<file path="src/rtl/grid_game_ctrl_pkg.sv">
// grid_game_ctrl_pkg
// Shared definitions for the grid game sequencer: grid size, two-bit cell
// codes as held in the cell array, and the phase codes reported on the
// controller's phase output.
package grid_game_ctrl_pkg;

  localparam int GRID = 4;

  localparam logic [1:0] CELL_EMPTY = 2'b00;
  localparam logic [1:0] CELL_SHIP  = 2'b01;
  localparam logic [1:0] CELL_MISS  = 2'b10;
  localparam logic [1:0] CELL_HIT   = 2'b11;

  localparam logic [2:0] PH_IDLE  = 3'd0;
  localparam logic [2:0] PH_PLACE = 3'd1;
  localparam logic [2:0] PH_FIRE  = 3'd2;
  localparam logic [2:0] PH_WAIT  = 3'd3;
  localparam logic [2:0] PH_CHECK = 3'd4;
  localparam logic [2:0] PH_DONE  = 3'd5;

endpackage

</file>
<file path="src/rtl/grid_game_ctrl_if.sv">
// grid_game_ctrl_if
// Bundles the signals between the game controller and its surroundings
// (debounced inputs, the cell array and the status display).
//   fire_pulse, row_req, col_req : button/switch requests (one-hot row/col)
//   cell_state                   : 16 x 2-bit cell contents, cell i=4r+c
//   row_en, col_en, add_n,
//   cell_strobe                  : cell array write strobe and address
//   reject                       : refused request pulse
//   phase, shots, hits, win,
//   game_over                    : game status
// Modport master is the controller; slave is the environment side.
interface grid_game_ctrl_if #(
  parameter int CNT_W = 4
);
  logic             fire_pulse;
  logic [3:0]       row_req;
  logic [3:0]       col_req;
  logic [31:0]      cell_state;
  logic [3:0]       row_en;
  logic [3:0]       col_en;
  logic             add_n;
  logic             cell_strobe;
  logic             reject;
  logic [2:0]       phase;
  logic [CNT_W-1:0] shots;
  logic [CNT_W-1:0] hits;
  logic             win;
  logic             game_over;

  modport master (
    input  fire_pulse, row_req, col_req, cell_state,
    output row_en, col_en, add_n, cell_strobe, reject,
           phase, shots, hits, win, game_over
  );

  modport slave (
    output fire_pulse, row_req, col_req, cell_state,
    input  row_en, col_en, add_n, cell_strobe, reject,
           phase, shots, hits, win, game_over
  );
endinterface

</file>
<file path="src/rtl/grid_game_ctrl_onehot4_to_idx.sv">
// onehot4_to_idx
// Converts a 4-bit one-hot select into a 2-bit index. valid is high only
// when exactly one bit is set; idx is meaningless otherwise.
//   onehot : 4-bit request
//   idx    : encoded position
//   valid  : exactly-one-hot flag
module onehot4_to_idx (
  input  logic [3:0] onehot,
  output logic [1:0] idx,
  output logic       valid
);
  always_comb begin
    idx   = 2'd0;
    valid = 1'b0;
    case (onehot)
      4'b0001: begin idx = 2'd0; valid = 1'b1; end
      4'b0010: begin idx = 2'd1; valid = 1'b1; end
      4'b0100: begin idx = 2'd2; valid = 1'b1; end
      4'b1000: begin idx = 2'd3; valid = 1'b1; end
      default: begin idx = 2'd0; valid = 1'b0; end
    endcase
  end
endmodule

</file>
<file path="src/rtl/grid_game_ctrl.sv">
// grid_game_ctrl
// Game sequencer for a 4x4 grid of two-bit cells: place phase (ships added),
// then fire phase (shots resolved), counting shots/hits and declaring the
// result. Optional shot budget enabled by defining GAME_SHOT_LIMIT_EN.
// Ports:
//   clk   : system clock
//   reset : synchronous active-high reset (clears every output)
//   bus   : grid_game_ctrl_if.master (requests in, cell strobes/status out)
module grid_game_ctrl
  import grid_game_ctrl_pkg::*;
#(
  parameter int NUM_SHIPS = 4,
  parameter int MAX_SHOTS = 10,
  parameter int CNT_W     = 4
) (
  input  logic                    clk,
  input  logic                    reset,
  grid_game_ctrl_if.master        bus
);

  function automatic logic [CNT_W-1:0] sat_inc(input logic [CNT_W-1:0] v);
    return (v == {CNT_W{1'b1}}) ? v : v + CNT_W'(1);
  endfunction

  logic [2:0]       phase_q;
  logic [CNT_W-1:0] ships_q, shots_q, hits_q;
  logic [3:0]       row_en_q, col_en_q, idx_q;
  logic [1:0]       cell_q;
  logic             strobe_q, reject_q, add_n_q, win_q, over_q, sampled_q;

  logic [1:0]       row_idx, col_idx;
  logic             row_vld, col_vld, sel_vld;
  logic [3:0]       sel_i;
  logic [1:0]       req_cell, lat_cell;
  logic [CNT_W-1:0] shots_nxt, hits_nxt;

  onehot4_to_idx u_row (.onehot(bus.row_req), .idx(row_idx), .valid(row_vld));
  onehot4_to_idx u_col (.onehot(bus.col_req), .idx(col_idx), .valid(col_vld));

  assign sel_vld   = row_vld && col_vld;
  assign sel_i     = {row_idx, col_idx};
  assign req_cell  = bus.cell_state[{sel_i, 1'b0} +: 2];
  assign lat_cell  = bus.cell_state[{idx_q, 1'b0} +: 2];
  assign shots_nxt = sat_inc(shots_q);
  assign hits_nxt  = (cell_q == CELL_HIT) ? sat_inc(hits_q) : hits_q;

  // CHECK spends two cycles: the first registers the updated cell, the
  // second resolves it, so counters land three edges after the fire pulse.
  always_ff @(posedge clk) begin
    if (reset) begin
      phase_q   <= PH_IDLE;
      ships_q   <= '0;
      shots_q   <= '0;
      hits_q    <= '0;
      row_en_q  <= '0;
      col_en_q  <= '0;
      idx_q     <= '0;
      cell_q    <= '0;
      strobe_q  <= 1'b0;
      reject_q  <= 1'b0;
      add_n_q   <= 1'b0;
      win_q     <= 1'b0;
      over_q    <= 1'b0;
      sampled_q <= 1'b0;
    end else begin
      strobe_q <= 1'b0;
      reject_q <= 1'b0;
      row_en_q <= '0;
      col_en_q <= '0;
      case (phase_q)
        PH_IDLE: begin
          add_n_q <= 1'b0;
          phase_q <= PH_PLACE;
        end
        PH_PLACE: begin
          // add_n stays low through the final placement strobe even though
          // the phase already moves to FIRE on the same edge.
          add_n_q <= 1'b0;
          if (bus.fire_pulse) begin
            if (sel_vld && req_cell == CELL_EMPTY) begin
              strobe_q <= 1'b1;
              row_en_q <= bus.row_req;
              col_en_q <= bus.col_req;
              ships_q  <= sat_inc(ships_q);
              if (int'(ships_q) + 1 == NUM_SHIPS) phase_q <= PH_FIRE;
            end else begin
              reject_q <= 1'b1;
            end
          end
        end
        PH_FIRE: begin
          add_n_q <= 1'b1;
          if (bus.fire_pulse) begin
            if (sel_vld && (req_cell == CELL_EMPTY || req_cell == CELL_SHIP)) begin
              strobe_q <= 1'b1;
              row_en_q <= bus.row_req;
              col_en_q <= bus.col_req;
              idx_q    <= sel_i;
              phase_q  <= PH_WAIT;
            end else begin
              reject_q <= 1'b1;
            end
          end
        end
        PH_WAIT: begin
          sampled_q <= 1'b0;
          phase_q   <= PH_CHECK;
        end
        PH_CHECK: begin
          if (!sampled_q) begin
            cell_q    <= lat_cell;
            sampled_q <= 1'b1;
          end else begin
            sampled_q <= 1'b0;
            shots_q   <= shots_nxt;
            hits_q    <= hits_nxt;
            if (int'(hits_nxt) == NUM_SHIPS) begin
              phase_q <= PH_DONE;
              win_q   <= 1'b1;
              over_q  <= 1'b1;
            end
`ifdef GAME_SHOT_LIMIT_EN
            else if (int'(shots_nxt) == MAX_SHOTS) begin
              phase_q <= PH_DONE;
              over_q  <= 1'b1;
            end
`endif
            else begin
              phase_q <= PH_FIRE;
            end
          end
        end
        PH_DONE: begin
          over_q <= 1'b1;
        end
        default: phase_q <= PH_IDLE;
      endcase
    end
  end

  assign bus.row_en      = row_en_q;
  assign bus.col_en      = col_en_q;
  assign bus.add_n       = add_n_q;
  assign bus.cell_strobe = strobe_q;
  assign bus.reject      = reject_q;
  assign bus.phase       = phase_q;
  assign bus.shots       = shots_q;
  assign bus.hits        = hits_q;
  assign bus.win         = win_q;
  assign bus.game_over   = over_q;

endmodule

</file>
<file path="src/flat_wrapper.sv">
// flat-port wrapper written by rule: the top's interface ports become plain ports
module grid_game_ctrl_flat import grid_game_ctrl_pkg::*;
#(
  parameter int NUM_SHIPS = 4,
  parameter int MAX_SHOTS = 10,
  parameter int CNT_W     = 4
)
  (clk, reset, bus_fire_pulse, bus_row_req, bus_col_req, bus_cell_state, bus_row_en, bus_col_en, bus_add_n, bus_cell_strobe, bus_reject, bus_phase, bus_shots, bus_hits, bus_win, bus_game_over);
  grid_game_ctrl_if #(.CNT_W(CNT_W)) bus_i ();
  input  logic clk;
  input  logic reset;
  input wire logic [$bits(bus_i.fire_pulse)-1:0] bus_fire_pulse;
  input wire logic [$bits(bus_i.row_req)-1:0] bus_row_req;
  input wire logic [$bits(bus_i.col_req)-1:0] bus_col_req;
  input wire logic [$bits(bus_i.cell_state)-1:0] bus_cell_state;
  output wire logic [$bits(bus_i.row_en)-1:0] bus_row_en;
  output wire logic [$bits(bus_i.col_en)-1:0] bus_col_en;
  output wire logic [$bits(bus_i.add_n)-1:0] bus_add_n;
  output wire logic [$bits(bus_i.cell_strobe)-1:0] bus_cell_strobe;
  output wire logic [$bits(bus_i.reject)-1:0] bus_reject;
  output wire logic [$bits(bus_i.phase)-1:0] bus_phase;
  output wire logic [$bits(bus_i.shots)-1:0] bus_shots;
  output wire logic [$bits(bus_i.hits)-1:0] bus_hits;
  output wire logic [$bits(bus_i.win)-1:0] bus_win;
  output wire logic [$bits(bus_i.game_over)-1:0] bus_game_over;
  assign bus_i.fire_pulse = bus_fire_pulse;
  assign bus_i.row_req = bus_row_req;
  assign bus_i.col_req = bus_col_req;
  assign bus_i.cell_state = bus_cell_state;
  assign bus_row_en = bus_i.row_en;
  assign bus_col_en = bus_i.col_en;
  assign bus_add_n = bus_i.add_n;
  assign bus_cell_strobe = bus_i.cell_strobe;
  assign bus_reject = bus_i.reject;
  assign bus_phase = bus_i.phase;
  assign bus_shots = bus_i.shots;
  assign bus_hits = bus_i.hits;
  assign bus_win = bus_i.win;
  assign bus_game_over = bus_i.game_over;
  grid_game_ctrl #(.NUM_SHIPS(NUM_SHIPS), .MAX_SHOTS(MAX_SHOTS), .CNT_W(CNT_W)) u_core (.clk(clk), .reset(reset), .bus(bus_i));
endmodule
</file>
<file path="config.mk">
export PLATFORM = sky130hd
export DESIGN_NAME = grid_game_ctrl_flat
export DESIGN_NICKNAME = d
export VERILOG_FILES = /design/src/rtl/grid_game_ctrl_pkg.sv /design/src/rtl/grid_game_ctrl_if.sv /design/src/rtl/grid_game_ctrl_onehot4_to_idx.sv /design/src/rtl/grid_game_ctrl.sv /design/src/flat_wrapper.sv
export SDC_FILE = /design/constraint.sdc
export NUM_CORES = 1
export LEC_CHECK = 0
export ABC_AREA = 0
export CORE_UTILIZATION = 43
export CTS_CLUSTER_DIAMETER = 120
export CTS_CLUSTER_SIZE = 16
export DETAILED_ROUTE_END_ITERATION = 8
export GPL_TIMING_DRIVEN = 0
export HOLD_SLACK_MARGIN = 0.02
export PLACE_DENSITY = 0.76
export SYNTH_ARGS = -nofsm -noshare
export SYNTH_HDL_FRONTEND = slang
export SYNTH_HIERARCHICAL = 1
export SYNTH_SLANG_ARGS = --single-unit
</file>
<file path="constraint.sdc">
create_clock -name clk -period 2.76 [get_ports clk]
set_input_delay 0.69 -clock clk [delete_from_list [all_inputs] [get_ports clk]]
set_output_delay 0.69 -clock clk [all_outputs]
set_load 0.01 [all_outputs]
</file>
Yosys cells after proc, flatten, opt, wreduce, memory -nomap -nowiden:

Cells that the tools add are included.
W data, S select, Z words.

* equal/unequal tests: 27
* reductions and logical operators: 20
* shift operators: 2
* add/sub/neg operators: 4
* multiplexer cells: 40
* bitwise logic cells: 4

Operators by type and width (count)
* $shiftx A32 B6 Y2: 2
* $mux W4: 10
* $eq A32 B4 Y1 const B: 1
* $eq A4 B4 Y1 const B: 6
* $mux W3: 7
* $pmux W3 S6: 1
* $pmux W4 S2: 2
* $mux W1: 13
* $add A4 B1 Y4 const B: 3
* $pmux W2 S3: 2
* $reduce_and A3 Y1: 4
* $ne A2 B1 Y1 const B: 5
* $pmux W1 S2: 5
* $eq A4 B1 Y1 const B: 2
* $eq A4 B2 Y1 const B: 2
* $eq A4 B3 Y1 const B: 2
* $reduce_or A4 Y1: 2
* $reduce_and A7 Y1: 1
* $eq A3 B2 Y1 const B: 2
* $eq A3 B3 Y1 const B: 2
* $reduce_bool A2 Y1: 3
* $add A4 B1 Y5 const B: 1
* $ne A2 B2 Y1 const B: 2
* $not A1 Y1: 4
* 10 further kinds: 13

* register bits after elaboration: 35
* input port bits: 43
* output and inout bits: 24
* word-level logic and storage cells: 111

Depth between registers and ports, before layout:

* depth after elaboration: 9
* depth in mapped cells: 10

Cells and area by module:

The synthesis kept the hierarchy.

By module, submodules not included
* grid_game_ctrl: area an instance 2188.3 sq um, cells an instance 227, instances 1
* onehot4_to_idx: area an instance 60.1 sq um, cells an instance 8, instances 2

Worst setup path before layout:

No wires, ideal clock.

* path type: input port to flip-flop
* start: input bus_col_req[0]
* end: register u_core.ships_q[0]
* setup slack: -36 ps
* stages: 9
* required time: 2639 ps
* buffers on the path: 2
* arrival: 2674 ps
* cell sequence: or2_2 nor2_1 buf_4 mux4_2 nand3b_1 and4_1 buf_2 and4_4 mux2_4

* word-level cells in the longest chain between the ends: 6
* elaborated cells on any way between the ends: 12
* classes of those cells: eq/ne: 4; shift: 1; mux: 2; reduce/logical: 5

RTL lines
* start, declared: line flat_wrapper.sv:14 `input wire logic [$bits(bus_i.col_req)-1:0] bus_col_req;`
* $eq A4 B4 Y1 (tied with other cells): line grid_game_ctrl_onehot4_to_idx.sv:15 `case (onehot)`
* $pmux W2 S3 *: line grid_game_ctrl_onehot4_to_idx.sv:15
* named net u_core.col_idx[1]: line grid_game_ctrl.sv:31 `logic [1:0] row_idx, col_idx;`
* $shiftx A32 B6 Y2 *: line grid_game_ctrl.sv:42 `assign req_cell = bus.cell_state[{sel_i, 1'b0} +: 2];`
* $logic_not A2 Y1 *: line grid_game_ctrl.sv:80 `if (sel_vld && req_cell == CELL_EMPTY) begin`
* $logic_and A1 B1 Y1 *: line grid_game_ctrl.sv:80
* $reduce_and A4 Y1 (no source line) *
* end signal, assigned: line grid_game_ctrl.sv:84 `ships_q <= sat_inc(ships_q);`
* end, declared: line grid_game_ctrl.sv:26 `logic [CNT_W-1:0] ships_q, shots_q, hits_q;`

Mark *: on every way through the listed nets, which the timed path passes. The rest lies on a longest branch.
A chain may end at the register's enable or synchronous reset.

Worst setup path in the final report:

* start: input bus_row_req[3]
* end: register u_core.phase_q[0], in the netlist u_core/bus.phase[0]

* word-level cells in the longest chain between the ends: 8
* elaborated cells on any way between the ends: 17
* classes of those cells: eq/ne: 7; shift: 1; mux: 2; reduce/logical: 7

RTL lines
* start, declared: line flat_wrapper.sv:13 `input wire logic [$bits(bus_i.row_req)-1:0] bus_row_req;`
* $eq A4 B4 Y1 (tied with other cells): line grid_game_ctrl_onehot4_to_idx.sv:15
* $pmux W2 S3 *: line grid_game_ctrl_onehot4_to_idx.sv:15
* named net u_core.row_idx[0]: line grid_game_ctrl.sv:31
* $shiftx A32 B6 Y2 *: line grid_game_ctrl.sv:42
* $eq A2 B1 Y1 / $logic_not A2 Y1 (equally long branches): line grid_game_ctrl.sv:94, grid_game_ctrl.sv:80
* $logic_or A1 B1 Y1: line grid_game_ctrl.sv:94 `if (sel_vld && (req_cell == CELL_EMPTY || req_cell == CELL_SHIP)) begin`
* $logic_and A1 B1 Y1: line grid_game_ctrl.sv:94
* $ne A2 B1 Y1 (no source line)
* $reduce_and A7 Y1 (no source line) *
* end, declared: line grid_game_ctrl.sv:25 `logic [2:0] phase_q;`

Marked as above.

==> impl_metrics.sql <==
INSERT INTO impl_metrics (metric_group, metric, value, unit) VALUES
('critical_path', 'crit_type', 'in2reg', ''),
('floorplanning', 'core_region_area', '5140', 'µm²'),
('sta', 'report.final.slew_viol_count', '0', ''),
('power_and_ir_drop', 'seq_power_share', '38.7', '%'),
('synth', 'synth-warning-count', '6', ''),
('synth', 'syn_area', '2308', 'µm²'),
('synth', 'synth.ff_latch_count', '35', ''),
('grt', 'groute.usage.overall', '21.23', '%'),
('synth', 'yosys.cell_types.count', '55', ''),
('power_and_ir_drop', 'switching_share', '23.47', '%'),
('grt', 'maximum_number_of_pins_on_one_net_before_global_route_repair', '13', ''),
('power_and_ir_drop', 'combinationalPowerShare', '20.0', '%'),
('routing', 'vias_per_cell', '5.572', ''),
('routing', 'ant_nets', '0', ''),
('synth', 'postSynthNetCount', '289', ''),
('job', 'maxCapViolCount', '0', ''),
('sta', 'rsz0062_at_grt', 'false', ''),
('status', 'run_status', 'completed', ''),
('clocking', 'worstSkewPairLatency', '290', 'ps'),
('routing', 'drt-wirelength-per-cell', '14.32', 'µm'),
('layout', 'n_antenna_cell', '0', ''),
('placed_design', 'place.gp.congestion', '0.7666', ''),
('critical_path', 'data_arrival_critical_path', '2840', 'ps'),
('placed_design', 'detailed_place.area', '3065', 'µm²'),
('sta', 'setup_viol', '0', ''),
('sta', 'final_worst_path_period_share', '96.50', '%'),
('synth', 'netlist_instances', '243', ''),
('grt', 'grt_first_pass_wirelength', '9.045', 'mm'),
('critical_path', 'worst_ep_required_time', '2940', 'ps'),
('layout', 'fraction_of_layout_cells_with_a_size_suffix_above_1', '21.10', '%'),
('clocking', 'cts_tree', 'yes', ''),
('sta', 'worst_slew_margin_rel', '64.46', '%'),
('layout', 'area.growth.synth_to_final', '44.07', '%'),
('layout', 'final_area', '3326', 'µm²'),
('floorplanning', 'initial_core_util', '44.91', '%'),
('routing', 'detailedRoute.firstIterationViolations', '175', ''),
('placed_design', 'port_buffers', '66', ''),
('synth', 'syn_avg_cell_area', '9.500', 'µm²'),
('hold_path', 'worstHoldPathCells', '2', ''),
('grt', 'initial_antenna_violation_count', '0', ''),
('floorplanning', 'placement_rows', '26', ''),
('grt', 'grt_overflow_total', '0', ''),
('synth', 'seq_area_frac_synth', '30.35', '%'),
('sta', 'final.min_clock_period', '2663', 'ps'),
('placed_design', 'placed_cell_count', '379', ''),
('clocking', 'numClockSinks', '35', ''),
('critical_path', 'worst-path-max-fanout', '6', ''),
('sta', 'max_fclk', '0.3755', 'GHz'),
('power_and_ir_drop', 'p_sw', '0.3132', 'mW'),
('synth', 'synth_largest_area_cell', 'sky130_fd_sc_hd__dfxtp_1', ''),
('clocking', 'cts.htree.levels', '2', ''),
('synth', 'synth_top_flop_cell', 'sky130_fd_sc_hd__dfxtp_1', ''),
('synth', 'netlist.area_leader.share', '30.35', '%'),
('layout', 'final_cell_count_no_fill', '397', ''),
('synth', 'yosys-top-cells-area', 'sky130_fd_sc_hd__dfxtp_1, sky130_fd_sc_hd__mux4_2, sky130_fd_sc_hd__and3_1', ''),
('hold_path', 'hold_path.class', 'reg2reg', ''),
('layout', 'layout_common_cells', 'sky130_fd_sc_hd__clkdlybuf4s50_1, sky130_fd_sc_hd__dfxtp_1, sky130_fd_sc_hd__nor2_1, sky130_fd_sc_hd__mux4_2, sky130_fd_sc_hd__and3_1', ''),
('placed_design', 'detailed_place_hpwl', '4.070', 'mm'),
('critical_path', 'depth_of_the_worst_register_to_register_path', '6', ''),
('power_and_ir_drop', 'power.clock.fraction', '41.3', '%'),
('sta', 'finalHoldViolCount', '0', ''),
('power_and_ir_drop', 'total_leakage_power', '1.258', 'nW'),
('grt', 'number_of_global_route_vias_before_repair', '2031', ''),
('clocking', 'clockBufferDepth', '2', ''),
('layout', 'commonest_non_fill_non_tap_cell_in_the_layout', 'sky130_fd_sc_hd__clkdlybuf4s50_1', ''),
('critical_path', 'worstSetupEndpointType', 'flip-flop', ''),
('routing', 'totalWireLength', '5.687', 'mm'),
('power_and_ir_drop', 'internal-power', '1.022', 'mW'),
('floorplanning', 'fp.dieW', '75.27', 'µm'),
('power_and_ir_drop', 'power.density', '401.4', 'nW/µm²'),
('routing', 'via_count', '2212', '');
## critical path, stage by stage
cell                            delay [ps]
sky130_fd_sc_hd__dlygate4sd2_1         300
sky130_fd_sc_hd__xnor2_2               170
sky130_fd_sc_hd__nor3_4                250
sky130_fd_sc_hd__buf_6                 170
sky130_fd_sc_hd__mux2i_1                80
sky130_fd_sc_hd__a221o_1               350
sky130_fd_sc_hd__o2111a_1              240
sky130_fd_sc_hd__buf_6                 130
sky130_fd_sc_hd__buf_4                 140
sky130_fd_sc_hd__a21bo_2               220
sky130_fd_sc_hd__o311a_1               110
## sequential cells by signal, indices dropped and copies added, names as in the netlist, 2 cells and up
signal	count
u_core/idx_q	4
u_core/ships_q	4
u_core/bus.shots	4
u_core/bus.phase	3
u_core/bus.hits	4
u_core/cell_q	2
u_core/bus.row_en	4
u_core/bus.col_en	4
## power by group through the flow
stage	registers, mW	logic [mW]	clock network, mW
3_5_place_dp	0.528	0.239	0
2_1_floorplan	0.530	0.130	0
4_1_cts	0.517	0.256	0.562
6_report	0.516	0.267	0.551
3_3_place_gp	0.528	0.235	0
5_1_grt	0.517	0.287	0.574
## logic make-up after synthesis
family	Yosys count	share of synthesized area, %
buffers and inverters	25	5.474
adder cells (fa/ha/maj)	3	1.626
multiplexers	26	20.70
AO/OA/AOI/OAI	42	13.28
XOR/XNOR	7	2.656
AND/OR/NAND/NOR	105	25.91
flip-flops	35	30.35
## routing by layer
| metal | global-route usage, % | routed length (µm) |
|---|---|---|
| met5 | 0 | 0 |
| met4 | 6.996 | 61 |
| met3 | 3.748 | 314 |
| met2 | 35.94 | 2900 |
| met1 | 27.60 | 2410 |
## final timing paths
path	slack [ps]	end	start
worst max-delay path	100	u_core/bus.phase[0]	bus_row_req[3]
worst min-delay path	480	u_core/bus.win	u_core/bus.win
worst max register to register	760	u_core/bus.phase[0]	u_core/bus.phase[1]
worst min register to register	480	u_core/bus.win	u_core/bus.win
## Yosys cell counts, types with 4 or more instances
master	instances
sky130_fd_sc_hd__dfxtp_1	35
sky130_fd_sc_hd__nor2_1	23
sky130_fd_sc_hd__mux4_2	17
sky130_fd_sc_hd__and3_1	15
sky130_fd_sc_hd__nand2_1	13
sky130_fd_sc_hd__a21oi_1	12
sky130_fd_sc_hd__clkbuf_1	9
sky130_fd_sc_hd__inv_1	9
sky130_fd_sc_hd__nor3_1	9
sky130_fd_sc_hd__mux2i_1	8
sky130_fd_sc_hd__nand4_1	6
sky130_fd_sc_hd__nand3_1	5
sky130_fd_sc_hd__xnor2_1	5
sky130_fd_sc_hd__a31oi_1	4
sky130_fd_sc_hd__nand2b_1	4
sky130_fd_sc_hd__nand3b_1	4
sky130_fd_sc_hd__nor2b_1	4
sky130_fd_sc_hd__o211ai_1	4
sky130_fd_sc_hd__or4b_1	4
## stage by stage
stage	total power [mW]	hold slack, ps	setup slack [ps]	utilization, %
detailed placement	0.7675	466.9	-678.9	59.64
finish	1.335	476.8	96.73	64.70
global route	1.378	508.6	1.379	64.70
CTS	1.335	480.7	-0.7816	63.95
global placement	0.7633	463.4	-648.9	59.64
floorplan	0.6598	461.6	32.64	-
## timing repair
| action | in CTS | in global routing |
|---|---|---|
| hold buffers | 0 | 0 |
| pin swaps | 6 | 6 |
| gates cloned | 2 | 0 |
| endpoints found under the setup margin | 20 | 17 |
| gates resized for setup | 18 | 15 |
| buffers inserted | 8 | 0 |
## layout make-up
class | instances | area, µm²
Fill cell | 452 | 1814
Clock inverter | 3 | 67.56
Sequential cell | 35 | 700.7
Timing Repair Buffer | 76 | 715.7
Multi-Input combinational cell | 183 | 1545
Buffer | 16 | 106.4
Inverter | 9 | 33.78
Tap cell | 70 | 87.58
Clock buffer | 5 | 68.82
Note: power is estimated with default switching activity, not from simulation.
